===== config.mk =====
export PLATFORM = sky130hd
export DESIGN_NAME = mem_port_arbiter
export DESIGN_NICKNAME = d
export VERILOG_FILES = /design/src/rtl/mem_arb_pkg.sv /design/src/rtl/mem_port_arbiter.sv
export SDC_FILE = /design/constraint.sdc
export NUM_CORES = 1
export LEC_CHECK = 0
export ABC_CLOCK_PERIOD_IN_PS = 6000
export CORE_ASPECT_RATIO = 0.6
export CORE_MARGIN = 8
export CORE_UTILIZATION = 43
export CTS_BUF_LIST = sky130_fd_sc_hd__clkbuf_16
export DETAILED_ROUTE_END_ITERATION = 8
export GPL_TIMING_DRIVEN = 0
export PLACE_DENSITY = 0.81
export SETUP_SLACK_MARGIN = 0.5
export SYNTH_ARGS = -nofsm -noshare
export SYNTH_HDL_FRONTEND = slang
export SYNTH_SLANG_ARGS = --single-unit

===== constraint.sdc =====
create_clock -name clock -period 6 [get_ports clock]
set_input_delay 1.5 -clock clock [delete_from_list [all_inputs] [get_ports clock]]
set_output_delay 1.5 -clock clock [all_outputs]
set_load 0.02 [all_outputs]

===== src/rtl/mem_arb_pkg.sv =====
// Shared types and UART register map for the mmu port arbiter.
package mem_arb_pkg;

  typedef enum logic [1:0] {ST_IDLE, ST_ISSUE, ST_RESP} arb_state_t;
  typedef enum logic {OWN_I, OWN_D} arb_owner_t;

  localparam logic [31:0] UART_STATUS = 32'h200;
  localparam logic [31:0] UART_TX     = 32'h201;
  localparam logic [31:0] UART_RX     = 32'h202;

endpackage


===== src/rtl/mem_port_arbiter.sv =====
// Single-shot arbiter sharing the mmu port between fetch (I) and load/store (D).
// Build option MEM_ARB_RR_EN: round-robin on ties instead of fixed D priority.
module mem_port_arbiter
  import mem_arb_pkg::*;
#(
  parameter int RD_LATENCY = 1
) (
  input  logic        clock,
  input  logic        RST,
  input  logic        iReq,
  input  logic [31:0] iAddr,
  output logic        iGnt,
  output logic        iValid,
  output logic [31:0] iRdata,
  input  logic        dReq,
  input  logic [31:0] dAddr,
  input  logic [31:0] dWdata,
  input  logic [3:0]  dByteena,
  input  logic        dWE,
  output logic        dGnt,
  output logic        dValid,
  output logic [31:0] dRdata,
  output logic [31:0] memAddr,
  output logic [31:0] memData,
  output logic [3:0]  memByteena,
  output logic        memWE,
  input  logic        memWait,
  input  logic [31:0] memQ
);

  localparam logic [2:0] LAT_M1 = 3'(RD_LATENCY - 1);

  arb_state_t  r_state, w_next;
  arb_owner_t  r_owner, w_pick;
  logic [31:0] r_addr, r_wdata, r_irdata, r_drdata;
  logic [3:0]  r_be;
  logic        r_we;
  logic [2:0]  r_cnt;
  logic        w_grant, w_done;

`ifdef MEM_ARB_RR_EN
  arb_owner_t r_last;

  // Tie goes to whoever did not own the port last; a lone requester always wins.
  always_comb begin
    w_pick = dReq ? OWN_D : OWN_I;
    if (iReq && dReq)
      w_pick = (r_last == OWN_I) ? OWN_D : OWN_I;
  end

  always_ff @(posedge clock or posedge RST) begin
    if (RST)          r_last <= OWN_I;
    else if (w_grant) r_last <= w_pick;
  end
`else
  assign w_pick = dReq ? OWN_D : OWN_I;
`endif

  assign w_grant = !RST && (r_state == ST_IDLE) && (iReq || dReq);
  assign w_done  = (r_state == ST_RESP) && (r_cnt == 3'd0);

  assign iGnt   = w_grant && (w_pick == OWN_I);
  assign dGnt   = w_grant && (w_pick == OWN_D);
  assign iValid = w_done && (r_owner == OWN_I);
  assign dValid = w_done && (r_owner == OWN_D);

  // Read data is presented with the valid pulse and held afterwards.
  assign iRdata = iValid ? memQ : r_irdata;
  assign dRdata = (dValid && !r_we) ? memQ : r_drdata;

  assign memAddr    = r_addr;
  assign memData    = r_wdata;
  assign memByteena = r_be;
  assign memWE      = (r_state == ST_ISSUE) && !memWait && r_we;

  always_comb begin
    w_next = r_state;
    unique case (r_state)
      ST_IDLE:  if (w_grant)  w_next = ST_ISSUE;
      ST_ISSUE: if (!memWait) w_next = ST_RESP;
      ST_RESP:  if (w_done)   w_next = ST_IDLE;
      default:                w_next = ST_IDLE;
    endcase
  end

  always_ff @(posedge clock or posedge RST) begin
    if (RST) begin
      r_state  <= ST_IDLE;
      r_owner  <= OWN_I;
      r_addr   <= '0;
      r_wdata  <= '0;
      r_be     <= '0;
      r_we     <= 1'b0;
      r_cnt    <= '0;
      r_irdata <= '0;
      r_drdata <= '0;
    end else begin
      r_state <= w_next;
      if (w_grant) begin
        r_owner <= w_pick;
        if (w_pick == OWN_D) begin
          r_addr  <= dAddr;
          r_wdata <= dWdata;
          r_be    <= dByteena;
          r_we    <= dWE;
        end else begin
          r_addr  <= iAddr;
          r_wdata <= '0;
          r_be    <= '0;
          r_we    <= 1'b0;
        end
      end
      if (r_state == ST_ISSUE && !memWait)
        r_cnt <= LAT_M1;
      else if (r_state == ST_RESP && r_cnt != 3'd0)
        r_cnt <= r_cnt - 3'd1;
      if (iValid) r_irdata <= memQ;
      if (dValid && !r_we) r_drdata <= memQ;
    end
  end

endmodule


-- Word level (Yosys, flattened, before mapping)
Cells that the tools add are included.
- register bits after elaboration: 139
- latch bits: 0
- bits in writable memories: 0
- memory bits (read-only): 0
- input bits: 138
- output and inout port bits: 137
- word-level logic and storage cells: 50
- memories: 0
- add/sub/neg operators: 1
- multipliers: 0
- div/mod/pow operators: 0
- $lt $le $gt $ge: 0
- eq/ne operators: 5
- shift operators: 0
- muxes and demuxes: 13
- bitwise gates (word level): 2
- reduce and logical (&&, ||, !) cells: 20
- operator list (operator ; number):
    $mux 32 ; 4
    $logic_and 1x1->1 ; 11
    $mux 2 ; 3
    $mux 3 ; 2
    $ne 2x2->1 const B ; 3
    $pmux 2 s3 ; 1
    $mux 4 ; 1
    $logic_not 1->1 ; 3
    $logic_not 3->1 ; 1
    $reduce_and 3->1 ; 1
    $reduce_bool 3->1 ; 1
    $sub 3x1->3 const B ; 1
    $eq 2x1->1 const B ; 1
    $eq 2x2->1 const B ; 1
    $logic_not 2->1 ; 1
    $mux 1 ; 2
    $not 1->1 ; 2
    $reduce_bool 2->1 ; 1
    $logic_or 1x1->1 ; 1

-- Depth between registers and ports, before layout
Gate-level depths: netlist (run 1).
- depth after elaboration: 5
- gate-level depth with buffers: 7
- mapped depth without buffers: 5

-- Worst setup path before layout (run 1)
Ideal clock, no wire load.
- path type: input port to output port
- from: input dReq
- to: output iGnt
- arrival: 2.531 ns
- data required time: 4.500 ns
- setup slack: 1.969 ns
- stages on the path: 6
- path buffers: 3
- cell sequence: buf_4 nor2_2 nor4_4 buf_6 buf_6 nor2b_1
- cells in the longest elaborated chain, start to end: 3
- elaborated cells on any way between the ends: 5
- classes of those cells: mux (1); bitwise (1); reduce/logical (3)
- RTL lines (element ; RTL line ; source):
    start: declaration ; mem_port_arbiter.sv:15 ; input logic dReq,
    $mux 1 / $logic_or 1x1->1 (equally long branches) ; mem_port_arbiter.sv:56, mem_port_arbiter.sv:59 ;
    $not 1->1 / $logic_and 1x1->1 (equally long branches) ; mem_port_arbiter.sv:62, mem_port_arbiter.sv:59 ;
    $logic_and 1x1->1 * ; mem_port_arbiter.sv:62 ; assign iGnt = w_grant && (w_pick == OWN_I);
    end: declaration ; mem_port_arbiter.sv:12 ; output logic iGnt,
Every way passes the cells marked *; elsewhere a longest branch is shown, timed or not.

-- Final worst setup path (run 1)
- from: input RST
- to: output iGnt
- cells in the longest elaborated chain, start to end: 4
- RTL lines (element ; RTL line ; source):
    start: declaration ; mem_port_arbiter.sv:9 ; input logic RST,
    $logic_not 1->1 (no source line) ; -- ;
    $logic_and 1x1->1 (2 in a row) ; mem_port_arbiter.sv:59 ; assign w_grant = !RST && (r_state == ST_IDLE) && (iReq || dReq);
    $logic_and 1x1->1 ; mem_port_arbiter.sv:62 ;
Every way passes these cells.

==> flow_summary.toml, run 1 <==
[routing]
vias_per_cell = 4.75
drt_first_pass_iters = 4
drt_iter0_drc = 186
post_drt_wl_per_cell_um = 20.1
drc = 0
ant_nets = 0
routed_wl_um = 18800
vias = 4455

[grt]
track_usage_pct = 19.9
grt_pass1_wl_um = 29500
grt_max_degree = 99
grt_pass1_vias = 5136
grt_overflow = 0
antenna_found_initial = 0

[floorplanning]
die_h_um = 110
dieArea_um2 = 19000
die_x_um = 173
initial_utilization_pct = 43.9
boundaryPins = 275
coreArea_um2 = 14400
num_rows = 34

[logic_synthesis]
syn_inst = 434
synth_area_leaders = "dfrtp_1, mux2_4, mux2i_1"
synthDistinctLibCells = 33
synthTopCellsByCount = "dfrtp_1, mux2_4, inv_1"
yosys_warnings = 0
yosysTopAreaCell = "dfrtp_1"
synth_top_flop_cell = "dfrtp_1"
postSynthAreaPerCell_um2 = 14.6
ys_async_sr_fraction_pct = 100
synth_most_common_cell = "dfrtp_1"
ys_seq_elements = 139
synth-edff-count = 0
synth_fp_nets = 574
synth_top_cell_area_share_pct = 54.9
syn_area_um2 = 6330
ys_seq_area_share_pct = 54.9

[hold_path]
min_path_type = "reg -> reg"
holdPathStages = 1

[clock_network]
post_cts_resized = 0
cts_buffer_depth = 2
cts_setup_buffers = 0
clk_pin_slew_ns = 0.06
clk_latency_ns = 0.41
holdBufCountCts = 0
cts.htree.levels = 4
cts_num_sinks = 139
clock-root-buffer = "clkbuf_16"
numCtsBuffers = 17
cts_tree = "done"

[pwr]
p_per_area_nw_per_um2 = 553
peakVddDrop_mv = 0.261
power.leakage_nw = 4.34
power_mw = 5.46

[layout]
layout.cell_area.non_filler_um2 = 9880
drive_above_1_share_pct = 21.5
diodes = 0
multi_input_area_um2 = 2450
fillCellCount = 971
seqCellArea_um2 = 3480
areaGrowthSynthToFinish_pct = 56.1
fin_nets = 867

[timing]
maxSlewViolCount = 0
final.min_clock_period_ns = 5.00
slew_headroom_pct = 56.7
worst_slew_pin_slew_ns = 0.649
finalHoldWorstSlack_ns = 0.488
finClkSkew_ns = 0.00917
finalCritPeriodShare_pct = 83.4
setup_viol = 0
rsz0062_at_grt = "false"
hold_viol_final = 0
clock.fmax_mhz = 200

[critical_path]
critPathSlowestCell = "clkdlybuf4s50_1"
cp.arrival_ns = 3.50
crit_path_start_kind = "input port"
crit_fanout = 10
r2r_cells = 7
cp_cell_sequence = "clkdlybuf4s50_1 -> nor4_4 -> buf_6 -> buf_6 -> nor2b_1 -> clkdlybuf4s50_1"
crit_path_end_kind = "output pin"
slowest_delay_ns = 0.63
worstPathRequired_ns = 4.50
worst-setup-path-type = "in -> out"

[placed_design]
post-dp-hpwl_um = 14600
gp_congestion = 0.823
place_area_um2 = 9350
port_buffers = 273

[run]
cap_violations = 0

[status]
outcome = "finished, final reports clean"
[metal layers]
| metal | vias up | wire length (um) | global-route usage [%] | part of all wire, % |
|---|---|---|---|---|
| li1 | 2052 | - | - | - |
| met1 | 2199 | 7770 | 23.5 | 41 |
| met2 | 192 | 8920 | 33.0 | 47 |
| met3 | 12 | 2000 | 9.52 | 11 |
| met4 | 0 | 150 | 4.59 | 0.80 |
| met5 | - | 0 | 0 | 0 |
[registers in the layout, summed over array words and instances (netlist names)]
| name | count |
|---|---|
| memData | 32 |
| memByteena | 4 |
| r_drdata | 32 |
| r_we | 1 |
| r_irdata | 32 |
| r_cnt | 3 |
| memAddr | 32 |
| r_owner | 1 |
| r_state | 2 |
[path summary, 6_finish.rpt]
check / start / to / slack [ns]
max: RST / iGnt / 1.0
min: memAddr[28] / memAddr[28] / 0.49
max reg2reg: r_cnt[0] / r_irdata[11] / 4.11
min reg2reg: memAddr[28] / memAddr[28] / 0.49
max in group asynchronous: RST / r_drdata[29] / 3.59
min in group asynchronous: RST / memByteena[3] / 1.58
[metrics by stage]
stage / setup TNS (ns) / setup WS, ns / util, % / cells
after global placement: -150.78 / -1.09 / 64.6 / 905
after floorplan: 0 / 0.775 / - / 434
final: 0 / 0.997 / 68.5 / 938
after CTS: 0 / 0.981 / 68.5 / 938
after detailed placement: 0 / 1.00 / 64.8 / 906
after global routing: 0 / 0.898 / 68.5 / 938
[area by class of cell]
cell class | instances | area share, %
well taps | 198 | 2.51
plain buffers | 25 | 2.52
multi-input cells | 229 | 24.8
inverters | 41 | 1.61
flip-flops and latches | 139 | 35.2
clock inverters | 15 | 1.14
clock buffers | 17 | 4.30
repair buffers | 274 | 27.9
[kinds of logic after synthesis]
group	Yosys count	synth area share [%]
compound gates	8	0.869
fa+ha+maj	2	0.395
buf+inv	66	6.36
flops	139	54.9
mux	166	32.9
simple gates	53	4.56
[power breakdown]
part	total (mW)	switching, mW	internal (mW)	leakage [nW]
registers	1.60	0.204	1.40	1.69
clock network	0.964	0.429	0.534	0.255
logic	2.90	1.38	1.52	2.39
total	5.46	2.01	3.45	4.34
[layout by cell type (no fill, tap or decap), types with 3 or more instances in the layout]
cell	netlist	final
clkdlybuf4s50_1	0	273
dfrtp_1	139	139
mux2_4	69	69
inv_1	41	41
nand2_1	38	38
mux2i_1	37	37
mux2_2	32	32
mux2_1	28	28
clkbuf_16	0	17
buf_6	10	10
inv_6	0	8
clkbuf_1	5	5
clkinvlp_4	0	5
buf_2	4	4
buf_12	3	3
o21ai_0	3	3
[critical path: cells and delay by family]
family | cells | cell delay [ns]
buffers and inverters | 4 | 1.58
and+or+nand+nor | 2 | 0.42
No activity file was read; power rests on OpenSTA's default activity.
==> run 2: changes to the inputs <==
--- a/config.mk
+++ b/config.mk
@@ -5,14 +5,14 @@
 export SDC_FILE = /design/constraint.sdc
 export NUM_CORES = 1
 export LEC_CHECK = 0
-export ABC_CLOCK_PERIOD_IN_PS = 6000
+export ABC_CLOCK_PERIOD_IN_PS = 4200
 export CORE_ASPECT_RATIO = 0.6
 export CORE_MARGIN = 8
-export CORE_UTILIZATION = 43
+export CORE_UTILIZATION = 38
 export CTS_BUF_LIST = sky130_fd_sc_hd__clkbuf_16
 export DETAILED_ROUTE_END_ITERATION = 8
 export GPL_TIMING_DRIVEN = 0
-export PLACE_DENSITY = 0.81
+export PLACE_DENSITY = 0.76
 export SETUP_SLACK_MARGIN = 0.5
 export SYNTH_ARGS = -nofsm -noshare
 export SYNTH_HDL_FRONTEND = slang
==> constraint.sdc (replaced) <==
create_clock -name clock -period 4.2 [get_ports clock]
set_input_delay 1.05 -clock clock [delete_from_list [all_inputs] [get_ports clock]]
set_output_delay 1.05 -clock clock [all_outputs]
set_load 0.02 [all_outputs]
==> run 2 against run 1 <==
Via count decreased by 0.70%. Die area increased by 12%. Sequential share of layout area decreased by 0.47 points. Highest routed layer unchanged. Largest power group unchanged. Wire length increased by 2.2%. Critical path type unchanged. Non-clock buffer count increased by 4.
==> flow_summary.toml, run 2 (synthesis gave the netlist of run 1 again) <==
[layout]
multi_input_area_um2 = 2450
fillCellCount = 1244
final_cells = 971
areaGrowthSynthToFinish_pct = 58.2
fin_util_pct = 61.6
mostFrequentLayoutCell = "clkdlybuf4s50_1"
seqCellArea_um2 = 3480
fin_nets = 871
drive_above_1_share_pct = 22.1
diodes = 0
final_cell_mix = "clkdlybuf4s50_1, dfrtp_1, mux2_4"

[critical_path]
r2r_cells = 7
worstReg2RegStart = "r_cnt[1]"
slowest_delay_ns = 0.49
critPathSlowestCell = "clkdlybuf4s50_1"
crit_fanout = 10
cp_num_cells = 6
cp_cell_sequence = "clkdlybuf4s50_1 -> nor4_4 -> buf_6 -> buf_6 -> and2_1 -> dlygate4sd2_1"
path_buf_inv = 4
crit_top_cell = "buf_6"
crit_path_end_kind = "output pin"
r2r_slack_ns = 2.30
worst-setup-path-type = "in -> out"
cp.arrival_ns = 2.57
worstPathRequired_ns = 3.15
crit_path_start_kind = "input port"
crit_end = "dGnt"
critical-path-top-delay-family = "buffers and inverters"
r2r_end = "r_irdata[21]"
crit_path_start = "RST"

[routing]
post_drt_wl_per_cell_um = 19.8
routed_wl_um = 19300
drc = 0
drt_first_pass_iters = 6
ant_nets = 0
drt_iter0_drc = 203
vias_per_cell = 4.56
vias = 4424

[timing]
setup_viol = 0
finClkSkew_ns = 0.00881
maxSlewViolCount = 0
slew_headroom_pct = 65.3
final.min_clock_period_ns = 3.62
clock.fmax_mhz = 276
setup-tns-final_ns = 0
rsz0062_at_grt = "false"
worst_slack_ns = 0.578
hold_viol_final = 0
worst_slew_pin_slew_ns = 0.520
finalCritPeriodShare_pct = 86.2

[grt]
grt_pass1_wl_um = 30200
track_usage_pct = 18.6
grt_overflow = 0
grt_max_degree = 45
antenna_found_initial = 0
grt_pass1_vias = 5153

[clock_network]
cts_buffer_depth = 2
numCtsBuffers = 17
holdBufCountCts = 0
cts.htree.levels = 4
cts_tree = "done"
clk_latency_ns = 0.42
clk_pin_slew_ns = 0.06
clock-root-buffer = "clkbuf_16"
cts_num_sinks = 139

[floorplanning]
die_x_um = 183
boundaryPins = 275
dieArea_um2 = 21200
num_rows = 36
initial_utilization_pct = 38.9
die_h_um = 116
coreArea_um2 = 16300

[hold_path]
min_path_type = "reg -> reg"

[placed_design]
dp.cells = 938
port_buffers = 273
pre_cts_ws_ns = 0.0517
post-dp-hpwl_um = 14800
gp_congestion = 0.822

[pwr]
peakVddDrop_mv = 0.505
power.leakage_nw = 4.61
p_per_area_nw_per_um2 = 778

[run]
cap_violations = 0

[status]
outcome = "finished, final reports clean"
-- run 2: changes by cell type in the layout (fill, tap and decap cells not counted), moves of 2 or more --
cell	before	now
clkinv_4	0	2
buf_4	1	3
buf_12	3	6
clkdlybuf4s50_1	273	209
inv_6	8	3
bufinv_16	0	4
dlygate4sd2_1	0	49
dlymetal6s2s_1	0	13
-- run 2: report_power, final --
| part | total [mW] | switching, mW | internal (mW) |
|---|---|---|---|
| combinational | 3.93 | 1.97 | 1.96 |
| sequential | 2.29 | 0.288 | 2.00 |
| clock | 1.58 | 0.584 | 0.994 |
-- run 2: metrics by stage --
stage / area [um^2] / hold slack (ns) / power, mW
2_1_floorplan: 6340 / 0.458 / 4.53
3_3_place_gp: 9350 / 0.466 / 6.37
3_5_place_dp: 9410 / 0.476 / 6.47
4_1_cts: 9990 / 0.490 / 7.92
5_1_grt: 10000 / 0.503 / 8.24
6_report: 10000 / 0.487 / 7.80
-- run 2: layer usage --
metal / vias up / global-route usage (%) / part of all wire, %
met4: 0 / 5.76 / 1.0
met3: 13 / 9.46 / 12
met5: - / 0 / 0
met1: 2152 / 21.1 / 41
met2: 200 / 30.4 / 46
li1: 2059 / - / -
-- run 2: what timing repair did --
action	4_1_cts	5_1_grt
buffers inserted	2	0
endpoints found under the setup margin	51	19
pin swaps	0	0
resized for setup	52	16
-- run 2: cell type report --
type                       instances  area share (%)
multi-input combinational        229            24.5
timing repair buffer             278            27.7
clock inverter                    14            1.95
clock buffer                      17            4.25
sequential                       139            34.7
tap                              228            2.85
inverter                          41            1.57
buffer                            25            2.49
-- run 2: worst min path at each step --
stage | from | to | depth (start not counted) | slack (ns)
6_report | memAddr[23] | memAddr[23] | 1 | 0.49
3_3_place_gp | r_irdata[0] | r_irdata[0] | 1 | 0.47
2_1_floorplan | r_cnt[2] | r_cnt[2] | 1 | 0.46
3_5_place_dp | memAddr[23] | memAddr[23] | 1 | 0.48
5_1_grt | r_drdata[1] | r_drdata[1] | 1 | 0.50
4_1_cts | memAddr[23] | memAddr[23] | 1 | 0.49
==> edit, RTL diff (flow settings as in run 1) <==
Encoding of `arb_state_t`: now one-hot (3 bits for 3 states).
--- a/src/rtl/mem_arb_pkg.sv
+++ b/src/rtl/mem_arb_pkg.sv
@@ -1,7 +1,7 @@
 // Shared types and UART register map for the mmu port arbiter.
 package mem_arb_pkg;
 
-  typedef enum logic [1:0] {ST_IDLE, ST_ISSUE, ST_RESP} arb_state_t;
+  typedef enum logic [2:0] {ST_IDLE = 3'b001, ST_ISSUE = 3'b010, ST_RESP = 3'b100} arb_state_t;
   typedef enum logic {OWN_I, OWN_D} arb_owner_t;
 
   localparam logic [31:0] UART_STATUS = 32'h200;
Function: same outputs for any inputs over 4 cycles, from zero or initial values and one cycle with RST high; so few cycles prove little.
==> edit against run 1 <==
- fmax shrank 4.4%
- sequential share of layout area grew 0.83 points
- hold slack gained 5.0 ps
- clock power grew 16%
- design area shrank 1.6%
- final cell count shrank 0.43%
- core utilization grew 2.2 points
- setup slack lost 230 ps
- synthesized area shrank 3.7%
- sequential cell count grew 1
- wire length shrank 4.5%
- total power shrank 27%
- die area shrank 3.2%
- largest cell class unchanged
==> edit: results (changes against run 1) <==
| Metric | Value |
|---|---|
| First-pass GRT wire length | 27,600 um (was 29,500 um) |
| Count of cell types in the netlist | 32 (was 33) |
| Layout cell share with drive strength beyond 1 | 23.0% (was 21.5%) |
| Internal power summed over all cells | 2730 uW (was 3450 uW) |
| Placed cell count | 905 (was 906) |
| All-layer global routing usage | 19.3% (was 19.9%) |
| Worst reg2reg setup slack | 3790 ps (was 4110 ps) |
| Vias in the first global route | 4,990 (was 5,136) |
| Data arrival time of the critical path | 3730 ps (was 3500 ps) |
| Capturing instance or port of the critical path | dGnt (was iGnt) |
| DR vias/cell | 4.80 (was 4.75) |
| Worst hold slack after final layout | 493 ps (was 488 ps) |
| Area fraction in compound gates after synthesis | 0.451% (was 0.869%) |
| Largest net degree at the start of global routing | 88 (was 99) |
| Run status | finished, final reports clean (unchanged) |
| Post-detailed-placement half-perimeter wirelength | 14,000 um (was 14,600 um) |
| Global placement routability congestion | 0.780 (was 0.823) |
| Post-place instance area | 0.00910 mm2 (was 0.00935 mm2) |
| Synth Instances | 439 (was 434) |
| Number of nets produced by synthesis | 579 (was 574) |
| Combinational share of power | 37.6% (was 53.0%) |
| Cell Count, Final, Fillers Out | 934 (was 938) |
| Fraction of the mapped netlist area in adder cells | 0.410% (was 0.395%) |
| Capturing point of the worst reg2reg path | r_drdata[10] (was r_irdata[11]) |
| Relative slew margins | 55.2% (was 56.7%) |
| Post-synthesis mux area share | 31.8% (was 32.9%) |
| Fill cell instance count of the final layout | 958 (was 971) |
-- edit: worst reg2reg max path: stages (launching register included) --
cell	delay [ps]
sky130_fd_sc_hd__dfrtp_1	400
sky130_fd_sc_hd__inv_1	120
sky130_fd_sc_hd__ha_1	170
sky130_fd_sc_hd__nor2b_1	270
sky130_fd_sc_hd__nand4_1	310
sky130_fd_sc_hd__clkbuf_1	380
sky130_fd_sc_hd__mux2_1	440
-- edit: final cells by class --
cell class / instances / area [um2] / area share [%]
buffer: 23 / 154 / 1.58
clock buffer: 17 / 425 / 4.37
clock inverter: 12 / 199 / 2.04
inverter: 41 / 159 / 1.63
multi-input combinational: 235 / 2290 / 23.5
sequential: 140 / 3500 / 36.0
tap: 192 / 240 / 2.47
timing repair buffer: 274 / 2760 / 28.4
-- edit: routing by layer --
metal	global-route usage [%]	routed length, um	up-vias
met5	0	0	-
met4	5.41	216	0
met3	8.00	1780	15
met2	31.9	8500	188
met1	23.0	7500	2218
li1	-	-	2063
